**src/rtl/wb_stage_pkg.sv**
```systemverilog
// wb_stage_pkg: shared widths, source enum and entry record for the writeback stage
package wb_stage_pkg;
  localparam int WB_DW = 8;
  localparam int WB_RFW = 2;
  typedef enum logic {SRC_ALU, SRC_LD} src_e;
  typedef struct packed {
    logic [WB_RFW-1:0] rd;
    logic [WB_DW-1:0]  data;
  } wb_entry;
endpackage

```
**src/rtl/wb_fifo.sv**
```systemverilog
// wb_fifo: in-order shift FIFO of writeback entries with a per-slot valid view
module wb_fifo import wb_stage_pkg::*; #(
  parameter type T = wb_entry,
  parameter int DEPTH = 2
) (
  input  logic             clk,
  input  logic             rst_n,
  input  logic             push,
  input  logic             pop,
  input  T                 din,
  output T                 dout,
  output logic             full,
  output logic             empty,
  output T                 mem [DEPTH],
  output logic [DEPTH-1:0] vld
);
  localparam int CW = $clog2(DEPTH + 1);
  logic [CW-1:0] cnt;
  logic [CW-1:0] wr_idx;
  // a simultaneous pop shifts the queue, so the push lands one slot lower
  assign wr_idx = cnt - CW'(pop);
  assign dout = mem[0];
  assign full = cnt == CW'(DEPTH);
  assign empty = cnt == '0;
  always_ff @(posedge clk) begin
    if (!rst_n) cnt <= '0;
    else begin
      cnt <= cnt + CW'(push) - CW'(pop);
      for (int i = 0; i < DEPTH; i++) begin
        if (pop) mem[i] <= mem[(i + 1) % DEPTH];
        if (push && wr_idx == CW'(i)) mem[i] <= din;
      end
    end
  end
  always_comb begin
    vld = '0;
    for (int i = 0; i < DEPTH; i++) vld[i] = cnt > CW'(i);
  end
endmodule

```
**src/rtl/wb_stage.sv**
```systemverilog
// wb_stage: round-robin writeback arbiter that buffers ALU/load results in order
// and owns the register file write port.
module wb_stage import wb_stage_pkg::*; #(
  parameter int DW = WB_DW,
  parameter int RFW = WB_RFW,
  parameter int DEPTH = 2
) (
  input  logic              clk,
  input  logic              rst_n,
  input  logic              alu_valid,
  output logic              alu_ready,
  input  logic [RFW-1:0]    alu_rd,
  input  logic [DW-1:0]     alu_data,
  input  logic              ld_valid,
  output logic              ld_ready,
  input  logic [RFW-1:0]    ld_rd,
  input  logic [DW-1:0]     ld_data,
  input  logic              stall,
  output logic              rf_we,
  output logic [RFW-1:0]    rf_wr_address,
  output logic [DW-1:0]     rf_wr_data,
  output logic [2**RFW-1:0] busy_mask
);
  typedef struct packed {
    logic [RFW-1:0] rd;
    logic [DW-1:0]  data;
  } entry_t;
  entry_t out_q, in_e, head;
  entry_t mem [DEPTH];
  logic [DEPTH-1:0] vld;
  logic out_valid, retire, space, grant_alu, grant_ld, acc, store;
  logic load_out, pop, push, bypass, full, empty;
  src_e last_grant;
  assign retire = out_valid & ~stall;
  assign space = ~(out_valid & full) | retire;
  assign grant_ld = ld_valid & (~alu_valid | last_grant == SRC_ALU);
  assign grant_alu = alu_valid & ~grant_ld;
  assign alu_ready = rst_n & space & grant_alu;
  assign ld_ready = rst_n & space & grant_ld;
  assign acc = alu_ready | ld_ready;
  assign in_e = grant_ld ? entry_t'{ld_rd, ld_data} : entry_t'{alu_rd, alu_data};
  // writes to register 0 are consumed here and never occupy a slot
  assign store = acc & (in_e.rd != '0);
  assign load_out = ~out_valid | retire;
  assign pop = load_out & ~empty;
  assign bypass = load_out & empty & store;
  assign push = store & ~bypass;
  always_ff @(posedge clk) begin
    if (!rst_n) begin
      out_valid <= 1'b0;
      out_q <= '0;
      last_grant <= SRC_ALU;
    end else begin
      if (load_out) begin
        out_valid <= pop | bypass;
        if (pop) out_q <= head;
        else if (bypass) out_q <= in_e;
      end
      if (acc) last_grant <= grant_ld ? SRC_LD : SRC_ALU;
    end
  end
  assign rf_we = retire;
  assign rf_wr_address = out_q.rd;
  assign rf_wr_data = out_q.data;
  always_comb begin
    busy_mask = '0;
    if (out_valid) busy_mask[out_q.rd] = 1'b1;
    for (int i = 0; i < DEPTH; i++) if (vld[i]) busy_mask[mem[i].rd] = 1'b1;
  end
  wb_fifo #(.T(entry_t), .DEPTH(DEPTH)) u_fifo (
    .clk(clk),
    .rst_n(rst_n),
    .push(push),
    .pop(pop),
    .din(in_e),
    .dout(head),
    .full(full),
    .empty(empty),
    .mem(mem),
    .vld(vld)
  );
endmodule

```
**config.mk**
```make
export PLATFORM = sky130hd
export DESIGN_NAME = wb_stage
export DESIGN_NICKNAME = d
export VERILOG_FILES = /design/src/rtl/wb_stage_pkg.sv /design/src/rtl/wb_fifo.sv /design/src/rtl/wb_stage.sv
export SDC_FILE = /design/constraint.sdc
export NUM_CORES = 1
export LEC_CHECK = 0
export CORE_UTILIZATION = 45
export DETAILED_ROUTE_END_ITERATION = 16
export GPL_ROUTABILITY_DRIVEN = 0
export PLACE_DENSITY_LB_ADDON = 0.08
export SLEW_MARGIN = 20
export SYNTH_ARGS = -nofsm -noshare
export SYNTH_HDL_FRONTEND = slang
export SYNTH_SLANG_ARGS = --single-unit
export TNS_END_PERCENT = 100
```
**constraint.sdc**
```tcl
create_clock -name clk -period 3 [get_ports clk]
set_clock_uncertainty 0.1 [all_clocks]
set_input_delay 0.75 -clock clk [delete_from_list [all_inputs] [get_ports clk]]
set_output_delay 0.75 -clock clk [all_outputs]
set_load 0.05 [all_outputs]
```
==> out/metrics.cfg <==
[power_and_ir_drop]
power_per_cell_area_nw_per_um2=903
p_sw_frac=0.395
comb_power_share=0.483
internal_power_w=0.00144
power_leakage_nw=1.07
p_switching_w=0.000939
peakVddDrop_mv=0.456
p_clk_frac=0.181
p_seq_frac=0.336

[floorplan]
boundaryPins=42
rows=22
initial_core_util=0.486
die_h_um=66.1
coreArea_um2=3800
dieArea_um2=4370
die-width_um=66.1

[logic_synthesis]
syn_inst=164
muxShareOfSynthArea=0.209
synth-compound-area-share=0.118
synth_area_leaders=edfxtp_1, dfxtp_1, mux2_2
synth_common_cells=inv_1, edfxtp_1, mux2_2
yosys.area_share.simple=0.104
synth-edff-count=20
synthAdderAreaFrac=0.0135
synth_area_leader_cell=edfxtp_1
async_flop_share=0
seq_area_frac_synth=0.477
syn_nets=191
syn_area_per_cell_um2=11.3
yosys_warnings=0
post-synth-top-count-cell=inv_1
ys_ff_latch=34
synth_top_family_by_area=multiplexers
synth_top_cell_area_share=0.325
yosys.area_share.xor_xnor=0.00948
yosysUniqueCellTypes=38
synth_area_um2=1850
synth_ff_type=edfxtp_1

[clock_tree]
clock_latency_ps=290
cts_htree_levels=2
numCtsBuffers=5
root_buffer=clkbuf_8
cts_tree=yes
postCtsHoldBufs=0
cts.sinks=34
clk_path_buf_depth=2
clk_pin_slew_ps=70

[min_path]
worst_hold_path_type=flip-flop to flip-flop

[layout]
fillers=305
num_antenna_cells=0
final_area_um2=2630
area_growth_pct=42.3
layout-drive-gt1-share=0.319
final_nets=255
fin_util=0.692

[global_routing]
grt_start_max_net_pins=14
grt_pass1_vias=1514
antenna_found_initial=0
grt.overflow.total=0
grt_use_total=0.233
grt_pass1_wl_um=7360

[timing]
fmax_mhz=340
slew_violations=0
rsz0062_at_grt=no
worst_pin_slew_ps=500
hold_viol=0
period_needed_ps=2940
slew-limit-headroom=0.665
setup_viol=0
fin_crit_sh=0.981

[detailed_routing]
drt-initial-drc-count=88
wl_per_cell_um=16.5
dr.pass1.iters=4
via_per_inst=5.42
wl_um=4560
route.detailed.drc=0
final_antenna_net_count=0
num_vias=1502

[setup_path]
crit_chain=clkdlybuf4s50_1 > a21boi_2 > buf_4 > and4b_1 > buf_4
worst_ep_required_time_ps=2150
timing.rr.end=u_fifo.dout[6]
startpoint=alu_valid
endpoint_kind=output port
path_delay_family=buffers and inverters
worstPathArrival_ps=2090
critPathKind=input pin to output port
slowest_delay_ps=480
cp_max_fo=13
r2r_start=u_fifo.cnt[1]
ff2ff_path_depth=9
crit_path_end=alu_ready
crit_cells=5
crit_buf_inv=3
path_common_cell=buf_4
r2r_slack_ps=380
cp_slowest_cell=clkdlybuf4s50_1
start_kind=input pin

[place]
dp_hpwl_um=3160
port_buffers=41
post_dp_cell_area_um2=2450

[status]
outcome=finished clean

[job]
maxCapViolations=0

-- registers in the layout (all words and copies together) (netlist names) --
signal,flops
u_fifo.dout,10
u_fifo.mem,10
rf_wr_data,8
rf_wr_address,2
u_fifo.cnt,2
last_grant,1
out_valid,1
-- routing by layer --
layer / GRT usage / vias to the layer above / wire length, um
met5: 0 / - / 0
met4: 0.0824 / 0 / 51
met3: 0.0569 / 6 / 168
met2: 0.389 / 33 / 2440
met1: 0.291 / 734 / 1900
li1: - / 729 / -
-- power by group through the flow --
| stage | Clock (W) | Combinational, W | Sequential (W) |
|---|---|---|---|
| after detailed placement | 0 | 0.00109 | 0.000800 |
| after CTS | 0.000437 | 0.00108 | 0.000794 |
| after global placement | 0 | 0.00107 | 0.000793 |
| after floorplan | 0 | 0.000541 | 0.000958 |
| final | 0.000429 | 0.00115 | 0.000798 |
| after global routing | 0.000461 | 0.00123 | 0.000816 |
-- cells by family after synthesis --
family / after synthesis
compound gates: 28
mux: 31
fa+ha+maj: 2
simple gates: 37
xor+xnor: 2
flops: 34
buf+inv: 30
-- what timing repair did --
| action | 4_1_cts | 5_1_grt |
|---|---|---|
| pin swaps | 0 | 4 |
| buffers inserted | 0 | 2 |
| setup endpoints to repair | 2 | 41 |
| cloned | 0 | 1 |
| gates resized for setup | 2 | 15 |
-- worst min-delay path, delay by kind of cell (launching register included) --
| family | cells | cell delay, ps |
|---|---|---|
| AO/OA/AOI/OAI | 1 | 60 |
| AND/OR/NAND/NOR | 1 | 60 |
| flip-flops | 1 | 350 |
-- placed cells by master (no fill, tap or decap), drive strengths merged, types with 2 or more instances in the layout --
| cell type | n |
|---|---|
| clkbuf | 5 |
| nor3b | 2 |
| mux2 | 31 |
| a31oi | 3 |
| a21oi | 2 |
| inv | 23 |
| nand3 | 4 |
| dlymetal6s2s | 2 |
| edfxtp | 20 |
| dfxtp | 14 |
| nor2 | 5 |
| clkinvlp | 2 |
| o21ai | 2 |
| ha | 2 |
| nand4b | 2 |
| nand2 | 17 |
| clkdlybuf4s50 | 34 |
| dlygate4sd2 | 2 |
| o221ai | 12 |
| o22ai | 2 |
| buf | 25 |
| o211ai | 2 |
-- area by class of cell --
cell class | instances | area, um^2 | area share
repair buffers | 63 | 616 | 0.234
inverters | 24 | 90.1 | 0.0343
clock inverters | 3 | 45.0 | 0.0171
multi-input cells | 100 | 870 | 0.331
clock buffers | 5 | 68.8 | 0.0262
well taps | 48 | 60.1 | 0.0228
flip-flops and latches | 34 | 881 | 0.335
-- through the flow --
step                      worst slack [ps]  instances  power [W]  hold WS [ps]  setup TNS, ps
after global routing                  11.5        277    0.00251           428              0
after global placement                -170        266    0.00186           380          -5530
after CTS                             34.9        274    0.00231           404              0
after detailed placement              -247        266    0.00189           377          -8120
after floorplan                        107        164    0.00150           343              0
final                                 55.9        277    0.00238           403              0
-- how the worst min path moves through the flow --
stage | start | endpoint | slack [ps] | cells after the start
6_report | u_fifo.dout[2] | rf_wr_data[2] | 400 | 2
5_1_grt | u_fifo.dout[4] | rf_wr_data[4] | 430 | 2
4_1_cts | u_fifo.dout[4] | rf_wr_data[4] | 400 | 2
3_5_place_dp | u_fifo.dout[2] | rf_wr_data[2] | 380 | 2
3_3_place_gp | u_fifo.dout[4] | rf_wr_data[4] | 380 | 2
2_1_floorplan | u_fifo.dout[6] | rf_wr_data[6] | 340 | 2
Power figures use the tool's default switching activity.
